[config.mk]
export PLATFORM = sky130hd
export DESIGN_NAME = byte_operand_fetch_stage
export DESIGN_NICKNAME = d
export VERILOG_FILES = /design/src/rtl/byte_operand_fetch_stage.sv
export SDC_FILE = /design/constraint.sdc
export NUM_CORES = 1
export LEC_CHECK = 0
export ABC_AREA = 1
export BUFFER_PORTS_ARGS = -buffer_cell sky130_fd_sc_hd__buf_2
export CAP_MARGIN = 20
export CORE_ASPECT_RATIO = 1.2
export CORE_UTILIZATION = 40
export CTS_BUF_LIST = sky130_fd_sc_hd__clkbuf_8 sky130_fd_sc_hd__clkbuf_16
export CTS_CLUSTER_SIZE = 30
export DETAILED_ROUTE_END_ITERATION = 8
export PLACE_DENSITY_LB_ADDON = 0.3
export SLEW_MARGIN = 25
export SYNTH_ARGS = -nofsm -noshare
export SYNTH_HDL_FRONTEND = slang
export SYNTH_SLANG_ARGS = --single-unit
export TNS_END_PERCENT = 50
[constraint.sdc]
create_clock -name clk -period 2 [get_ports clk]
set_input_delay 0.3 -clock clk [delete_from_list [all_inputs] [get_ports clk]]
set_output_delay 0.3 -clock clk [all_outputs]
set_load 0.02 [all_outputs]
[src/rtl/byte_operand_fetch_stage.sv]
// Operand-fetch stage: 4 x 8-bit register file, two read ports, valid/ready output register.
// Optional macro WB_BYPASS_EN forwards same-edge writeback data into the captured operands.
module byte_operand_fetch_stage #(
   parameter int unsigned WIDTH  = 8,
   parameter int unsigned ADDR_W = 2
) (
   input  logic              clk,
   input  logic              rst,
   input  logic              in_valid,
   output logic              in_ready,
   input  logic [ADDR_W-1:0] rs_a,
   input  logic [ADDR_W-1:0] rs_b,
   input  logic [ADDR_W-1:0] rd,
   input  logic              wb_en,
   input  logic [ADDR_W-1:0] wb_addr,
   input  logic [WIDTH-1:0]  wb_data,
   output logic              out_valid,
   input  logic              out_ready,
   output logic [WIDTH-1:0]  op_a,
   output logic [WIDTH-1:0]  op_b,
   output logic [ADDR_W-1:0] out_rd
);

   localparam int unsigned NREG = 2 ** ADDR_W;

   logic [WIDTH-1:0]  regs_q [NREG];
   logic [WIDTH-1:0]  regs_d [NREG];
   logic              out_valid_q, out_valid_d;
   logic [WIDTH-1:0]  op_a_q, op_a_d;
   logic [WIDTH-1:0]  op_b_q, op_b_d;
   logic [ADDR_W-1:0] out_rd_q, out_rd_d;
   logic [WIDTH-1:0]  rd_val_a, rd_val_b;
   logic              accept;

   // Read ports, optionally forwarding the writeback landing on this edge
   always_comb begin
`ifdef WB_BYPASS_EN
      rd_val_a = (wb_en && (wb_addr == rs_a)) ? wb_data : regs_q[rs_a];
      rd_val_b = (wb_en && (wb_addr == rs_b)) ? wb_data : regs_q[rs_b];
`else
      rd_val_a = regs_q[rs_a];
      rd_val_b = regs_q[rs_b];
`endif
   end

   // Next-state: writeback is independent of the handshake; output register holds on stall
   always_comb begin
      regs_d      = regs_q;
      out_valid_d = out_valid_q;
      op_a_d      = op_a_q;
      op_b_d      = op_b_q;
      out_rd_d    = out_rd_q;
      in_ready    = !out_valid_q || out_ready;
      accept      = in_valid && in_ready;

      if (wb_en) begin
         regs_d[wb_addr] = wb_data;
      end

      if (accept) begin
         out_valid_d = 1'b1;
         op_a_d      = rd_val_a;
         op_b_d      = rd_val_b;
         out_rd_d    = rd;
      end else if (out_ready) begin
         out_valid_d = 1'b0;
      end
   end

   always_ff @(posedge clk) begin
      if (rst) begin
         for (int i = 0; i < int'(NREG); i++) begin
            regs_q[i] <= '0;
         end
         out_valid_q <= 1'b0;
         op_a_q      <= '0;
         op_b_q      <= '0;
         out_rd_q    <= '0;
      end else begin
         regs_q      <= regs_d;
         out_valid_q <= out_valid_d;
         op_a_q      <= op_a_d;
         op_b_q      <= op_b_d;
         out_rd_q    <= out_rd_d;
      end
   end

   assign out_valid = out_valid_q;
   assign op_a      = op_a_q;
   assign op_b      = op_b_q;
   assign out_rd    = out_rd_q;

endmodule

[After elaboration in Yosys (flattened, before gate mapping)]
Index checks and enable logic that the tools add are counted.
Word-level totals
  register bits after elaboration: 51
  input port bits: 21
Operators by class
  mux-type cells: 11
  reduce and logical (&&, ||, !) cells: 5
  bitwise operators: 3
  $lt $le $gt $ge: 4
Operators by type and width (count)
  $mux 8: 5
  $bmux 8 s2: 2
  $bwmux 32: 1
  $demux 8 s2: 1
  $ge 3x3->1 const B: 3
  $not 2->3: 3
  $lt 3x1->1 const B: 1
  $logic_and 1x1->1: 2
  $mux 1: 2
  $reduce_bool 2->1: 1
  $logic_not 1->1: 1
  $logic_or 1x1->1: 1

[Depth between registers and ports, before layout]
Gate-level depths: netlist (run 1).
  word-level depth: 6
  gate-level depth with buffers: 8
  depth with buffers taken out: 6

[Least setup slack after synthesis (run 1)]
No wires, ideal clock.
  path type: reg-to-reg
  from: reg out_valid_q (netlist: out_valid)
  to: reg op_a_q[0] (netlist: op_a[0])
  period minus slack after synthesis: 1.178 ns
  library setup time: 0.119 ns
  slack: 0.822 ns
  data arrival time: 1.059 ns
  data required time: 1.881 ns
  cell stages (with the launch flop): 8
  cells stage by stage: dfxtp_1 nand2_2 nand2_2 buf_6 buf_6 nand2_1 nand2_1 a21oi_1
On the way
  longest elaborated chain between the ends: 3
RTL lines
  start, declared: line 28  | logic out_valid_q, out_valid_d;
  start signal, assigned: line 81  | out_valid_q <= out_valid_d;
  $logic_not 1->1: line 53  | in_ready = !out_valid_q || out_ready;
  $logic_or 1x1->1: line 53
  named net in_ready: line 10  | output logic in_ready,
  $logic_and 1x1->1: line 54  | accept = in_valid && in_ready;
  end signal, assigned: line 82  | op_a_q <= op_a_d;
  end, declared: line 29  | logic [WIDTH-1:0] op_a_q, op_a_d;
The timed path passes the listed nets, and every way through them passes these cells.
A chain may end at the register's enable or synchronous reset.

[Final worst setup path (run 1)]
  from: reg out_valid_q (netlist: out_valid)
  to: reg out_rd_q[1] (netlist: out_rd[1])
On the way
  longest elaborated chain between the ends: 3
RTL lines
  $logic_not 1->1: line 53
  $logic_or 1x1->1: line 53
  $logic_and 1x1->1: line 54
  end signal, assigned: line 84  | out_rd_q <= out_rd_d;
  end, declared: line 31  | logic [ADDR_W-1:0] out_rd_q, out_rd_d;
No other way between the ends.

==> results_dict.tcl, run 1 <==
set metrics [dict create \
    drt-vias-per-instance 4.66 \
    number_of_storage_elements_in_the_synthesis_netlist 51 \
    fraction_of_final_layout_cells_sized_beyond_drive_strength_1_pct 15.3 \
    synth_common_cells "nand2_1, nor2_1, dfxtp_1" \
    via_count 2230 \
    post_synthesis_sequential_area_ratio_pct 42.8 \
    yosys.area.top_type "dfxtp_1" \
    grt_setup_unrepaired "no" \
    finalWorstPathRequiredPeriod_ns 1.18 \
    number_of_nets_with_antenna_violations_after_detailed_routing 0 \
    min_delay_path_class "input port to flip-flop" \
    max_stage_delay_ns 0.34 \
    fp.dieArea_um2 6270 \
    ff2ff_path_depth 5 \
    cp.required_ns 2.20 \
    path_class "flip-flop to flip-flop" \
    utilization_of_the_core_after_routing_pct 47.0 \
    placer_s_final_routability_congestion_estimate 0.743 \
    clkSlewWorstSetupHoldPaths_ns 0.09 \
    cts_root_buf "clkbuf_8" \
    cts_tree "yes" \
    core_area_um2 5710 \
    num_antenna_cells 0 \
    h_tree_lvl_count 2 \
    tightestPinTransition_ns 0.410 \
    number_of_max_slew_violations_in_the_final_report 0 \
    first_iter_violations 94 \
    cts_max_path_buffers 2 \
    grt_max_degree 51 \
    hold_slack_ns 0.165 \
    power_switching_share_pct 29.5 \
    cp.buffers_inverters 1 \
    critPathLaunchType "flip-flop" \
    cts_hold_buffers 0 \
    num-fill-cells 629 \
    power_frac_clock_pct 29.2 \
    clk_latency_ns 0.30 \
    drc 0 \
    maxCapViolCount 0 \
    wire_length_of_the_first_global_routing_pass_mm 8.73 \
    grt_antenna_before_repair 0 \
    ys_top_cells_by_area "dfxtp_1, nand2_1, nor2_1" \
    total_cts_buffers 5 \
    comb_power_share_pct 16.1 \
    cellPowerDensity_nw_per_um2 764 \
    grt-ovfl-total 0 \
    fp.dieH_um 86.6 \
    synth.distinct_cells 15 \
    routed_wire_length_per_instance_um 11.3 \
    final_nets 419 \
    postSynthCellCount 366 \
    cp_slowest_cell "dfxtp_1" \
    ir_drop_uv 355 \
    leakage_power_of_the_design_nw 1.25 \
    dp_hpwl_mm 3.99 \
    synth_async_sr_flop_share_pct 0 \
    finalSetupTns_ns 0 \
    timing.critical_path.max_delay_family "simple AND/OR/NAND/NOR gates" \
    portBuffers 40 \
    grt.total_usage_pct 17.7 \
    synth_largest_type_area_fraction_pct 42.8 \
    first_global_vias 1835 \
    synth_edf_count 0 \
    fin_skew_ns 0.0120 \
    boundaryPins 41 \
    period_share_pct 58.9 \
    mappedNetlistNets 387 \
    max_clock_freq_mhz 849 \
    timing.hold.worst_path_depth 2 \
    post-cts-setup-buffer-count 0 \
    p_int_w 0.00144 \
    die_width_um 72.5 \
    hold_viol_final 0 \
    synthesis.area_per_instance_um2 6.51 \
    sinks_on_the_clock_net 51 \
    worst_slew_margin_rel_pct 72.7 \
    seqPwrFrac_pct 54.7 \
    synth_area_um2 2380 \
    crit_path_max_fanout 20 \
    levels_on_crit_path 5 \
    synth-main-ff-cell "dfxtp_1" \
    finalSetupViolations 0 \
    placement_rows 30 \
    detail_route.wirelength_mm 5.40 \
    power_switching_w 0.000603 \
    path_cells "nand2_2, nand2_2, inv_2, nor2_1, nor2_1" \
    cts_resized 0 \
    cp.arrival_ns 1.38 \
    drt-pass1-iter-count 4 \
    synth_most_common_cell "nand2_1" \
    endpoint_kind "flip-flop" \
    initial_core_util_pct 41.8 \
    yosys_warnings 0 \
    flow.area_growth_from_synthesis_pct 12.4 \
    status "finished clean" \
]
[power by group through the flow]
| stage | clock network (W) | logic [W] | registers [W] |
|---|---|---|---|
| 2_1_floorplan | 0 | 0.000209 | 0.00117 |
| 3_3_place_gp | 0 | 0.000322 | 0.00114 |
| 3_5_place_dp | 0 | 0.000329 | 0.00114 |
| 4_1_cts | 0.000625 | 0.000330 | 0.00112 |
| 5_1_grt | 0.000666 | 0.000372 | 0.00113 |
| 6_report | 0.000598 | 0.000329 | 0.00112 |
[logic make-up (layout without fill, tap and decap cells)]
group / Yosys count / count (layout) / share of synthesized area [%]
flops: 51 / 51 / 42.8
compound gates: 51 / 51 / 10.7
buf+inv: 45 / 78 / 8.92
simple gates: 219 / 219 / 37.5
[through the flow]
stage	setup WS (ns)	area (µm²)	total power, W	cells
2_1_floorplan	0.822	2380	0.00138	366
3_3_place_gp	0.708	2590	0.00146	471
3_5_place_dp	0.673	2590	0.00147	471
4_1_cts	0.794	2680	0.00208	479
5_1_grt	0.660	2680	0.00217	479
6_report	0.822	2680	0.00205	479
[cell type report]
cell class	instances	area [µm²]	share of cell area (%)
Clock buffer	5	68.8	2.57
Clock inverter	3	22.5	0.841
Inverter	29	109	4.06
Multi-Input combinational cell	270	1150	42.9
Sequential cell	51	1020	38.1
Tap cell	80	100	3.74
Timing Repair Buffer	41	208	7.75
[routing by layer]
metal	part of all wire, %	vias to the layer above	wire length, µm	GRT usage [%]
li1	-	1212	-	-
met1	49	961	2620	24.1
met2	47	50	2520	28.7
met3	3.4	7	186	2.21
met4	1.4	0	77	6.60
met5	0	-	0	0
[registers in the layout (all words and copies together), names as in the netlist]
name	cells
op_b	8
out_valid	1
regs_q	32
out_rd	2
op_a	8
[cells in the final DEF, fill, tap and decap left out, drive strengths merged]
cell type / n
clkbuf: 5
a21oi: 17
nand2: 115
o21ai: 34
inv: 31
buf: 41
clkinv: 1
dfxtp: 51
nor2: 70
nand3: 34
[worst paths after layout]
| check | startpoint | endpoint | slack (ns) |
|---|---|---|---|
| setup / recovery | out_valid | out_rd[1] | 0.82 |
| hold / removal | rst | out_valid | 0.16 |
| setup reg to reg | out_valid | out_rd[1] | 0.82 |
| hold reg to reg | out_rd[0] | out_rd[0] | 0.48 |
[worst reg2reg max path, stage by stage, from the launching register on]
cell and delay (ns):
dfxtp_1 0.34, nand2_2 0.07, nand2_2 0.27, inv_2 0.22, nor2_1 0.13, nor2_1 0.05
No activity file was read; power rests on OpenSTA's default activity.
==> inputs of run 2 (changes only) <==
--- a/config.mk
+++ b/config.mk
@@ -5,7 +5,7 @@
 export SDC_FILE = /design/constraint.sdc
 export NUM_CORES = 1
 export LEC_CHECK = 0
-export ABC_AREA = 1
+export ABC_AREA = 0
 export BUFFER_PORTS_ARGS = -buffer_cell sky130_fd_sc_hd__buf_2
 export CAP_MARGIN = 20
 export CORE_ASPECT_RATIO = 1.2
==> constraint.sdc (replaced) <==
create_clock -name clk -period 1 [get_ports clk]
set_input_delay 0.15 -clock clk [delete_from_list [all_inputs] [get_ports clk]]
set_output_delay 0.15 -clock clk [all_outputs]
set_load 0.02 [all_outputs]
==> run 2 against run 1 <==
The run now ends with setup timing left; largest cell class unchanged; critical path type is now flip-flop to primary output; via count shrank 31%; utilization grew 5.3 points; area after synthesis shrank 8.5%.
==> results_dict.tcl, run 2 <==
set metrics [dict create \
    initial_core_util_pct 41.5 \
    cts_tree "yes" \
    utilization_of_the_core_after_routing_pct 52.2 \
    period_share_pct 126 \
    detail_route.wirelength_mm 4.41 \
    worst_slew_margin_rel_pct 82.7 \
    layout.cells.most_common_list "dfxtp_1, mux2i_1, nor2_1, buf_2, buf_4" \
    num_antenna_cells 0 \
    dp_hpwl_mm 3.30 \
    fp.dieH_um 82.9 \
    drt-vias-per-instance 5.18 \
    crit_path_max_fanout 4 \
    tightestPinTransition_ns 0.260 \
    mostFrequentLayoutCell "dfxtp_1" \
    max_clock_freq_mhz 792 \
    wire_length_of_the_first_global_routing_pass_mm 7.51 \
    final_nets 254 \
    ir_drop_uv 656 \
    portBuffers 40 \
    grt.total_usage_pct 16.5 \
    placer_s_final_routability_congestion_estimate 0.728 \
    endpoint_kind "primary output" \
    via_count 1533 \
    violations "setup timing" \
    multiInputGateArea_um2 1070 \
    storage_element_area_um2 1020 \
    drc 0 \
    boundaryPins 41 \
    critPathLaunchType "flip-flop" \
    hold_viol_final 0 \
    postSynthCellCount 176 \
    num-fill-cells 467 \
    status "finished with violations" \
    grt_setup_unrepaired "yes" \
    cts_hold_buffers 0 \
    cts_max_path_buffers 2 \
    drt-pass1-iter-count 4 \
    r2r-start "out_valid" \
    ys_top_cells_by_area "dfxtp_1, mux2i_1, mux4_2" \
    h_tree_lvl_count 2 \
    synthesis.area_per_instance_um2 12.4 \
    fp.dieArea_um2 5750 \
    number_of_nets_with_antenna_violations_after_detailed_routing 0 \
    synth.distinct_cells 21 \
    grt_antenna_before_repair 0 \
    leakage_power_of_the_design_nw 1.30 \
    top_register "regs_q" \
    fin_skew_ns 0.00399 \
    place_area_um2 2590 \
    finish.instance_area_um2 2750 \
    core_area_um2 5260 \
    cts_root_buf "clkbuf_8" \
    synth_async_sr_flop_share_pct 0 \
    total_cts_buffers 5 \
    sinks_on_the_clock_net 51 \
    timing.hold.worst.start "rd[0]" \
    synth_largest_type_area_fraction_pct 46.8 \
    cellPowerDensity_nw_per_um2 1360 \
    post-route-worst-setup-slack_ns -0.263 \
    critical_path.startpoint "out_valid" \
    synth_common_cells "dfxtp_1, mux2i_1, nor2_1" \
    synth_area_um2 2180 \
    grt-ovfl-total 0 \
    synth_edf_count 0 \
    grt_max_degree 19 \
    number_of_max_slew_violations_in_the_final_report 0 \
    finalSetupViolations 20 \
    clkSlewWorstSetupHoldPaths_ns 0.08 \
    cp.required_ns 0.85 \
    finalWorstPathRequiredPeriod_ns 1.26 \
    cp.arrival_ns 1.11 \
    synth_most_common_cell "dfxtp_1" \
    first_global_vias 1518 \
    fraction_of_final_layout_cells_sized_beyond_drive_strength_1_pct 37.6 \
    power.total_w 0.00374 \
    largest_reg_flops 32 \
    flow.area_growth_from_synthesis_pct 26.0 \
    post_synthesis_sequential_area_ratio_pct 46.8 \
    number_of_storage_elements_in_the_synthesis_netlist 51 \
    yosys.area.top_type "dfxtp_1" \
    clk_latency_ns 0.30 \
    mappedNetlistNets 197 \
    yosys_warnings 0 \
    path_class "flip-flop to primary output" \
    detailedPlace.worstSlack_ns -0.295 \
    min_delay_path_class "input port to flip-flop" \
    maxCapViolCount 0 \
    placement_rows 29 \
    synth-main-ff-cell "dfxtp_1" \
    routed_wire_length_per_instance_um 14.9 \
    first_iter_violations 65 \
    die_width_um 69.4 \
]
[run 2: changes by cell type after synthesis, sizes merged, moves of 27 or more]
cell   change
nor2      -38
mux2i     +32
nand3     -31
o21ai     -32
nand2    -115
inv       -27
[run 2: timing repair]
item	CTS	global route
endpoints found under the setup margin	19	29
setup buffers	3	1
gates resized for setup	3	10
pin swaps	1	1
[run 2: final timing paths]
path	cells past startpoint	slack (ns)	end
worst max-delay path	4	-0.26	in_ready
worst max register to register	6	-0.19	op_a[7]
worst min-delay path	3	0.10	out_rd[0]
worst min register to register	1	0.48	op_a[6]
[run 2: kinds of logic after synthesis]
logic type / Yosys count / synth area share (%)
multiplexers: 48 / 31.9
buffers and inverters: 15 / 4.13
AO/OA/AOI/OAI: 22 / 8.32
AND/OR/NAND/NOR: 40 / 8.84
flip-flops: 51 / 46.8
[run 2: final cells by class]
| class | count | area share (%) |
|---|---|---|
| clock buffers | 5 | 2.50 |
| repair buffers | 63 | 17.5 |
| inverters | 2 | 0.364 |
| well taps | 62 | 2.82 |
| multi-input cells | 110 | 39.1 |
| flip-flops and latches | 51 | 37.3 |
| clock inverters | 3 | 0.455 |
[run 2: power breakdown]
part,total (W),switching [W],leakage (nW),internal (W)
clock network,0.00109,0.000622,0.0505,0.000472
registers,0.00213,0.0000414,0.415,0.00209
logic,0.000512,0.000242,0.838,0.000270
total,0.00374,0.000906,1.30,0.00283
[run 2: metrics by stage]
step / hold slack [ns] / instances / setup TNS [ns]
2_1_floorplan: 0.294 / 176 / -2.34
3_3_place_gp: 0.410 / 284 / -4.43
3_5_place_dp: 0.424 / 284 / -4.59
4_1_cts: 0.100 / 295 / -3.93
5_1_grt: 0.113 / 296 / -4.71
6_report: 0.103 / 296 / -3.30
[run 2: per-layer routing]
metal | track usage (%) | wire (µm)
met1 | 21.5 | 2060
met2 | 27.0 | 2140
met3 | 3.40 | 136
met4 | 6.12 | 72
met5 | 0 | 0
[run 2: critical path, stage by stage (launching register included)]
cell and delay (ns):
dfxtp_4 0.35, nor2b_4 0.19, inv_4 0.05, buf_6 0.11, buf_6 0.12
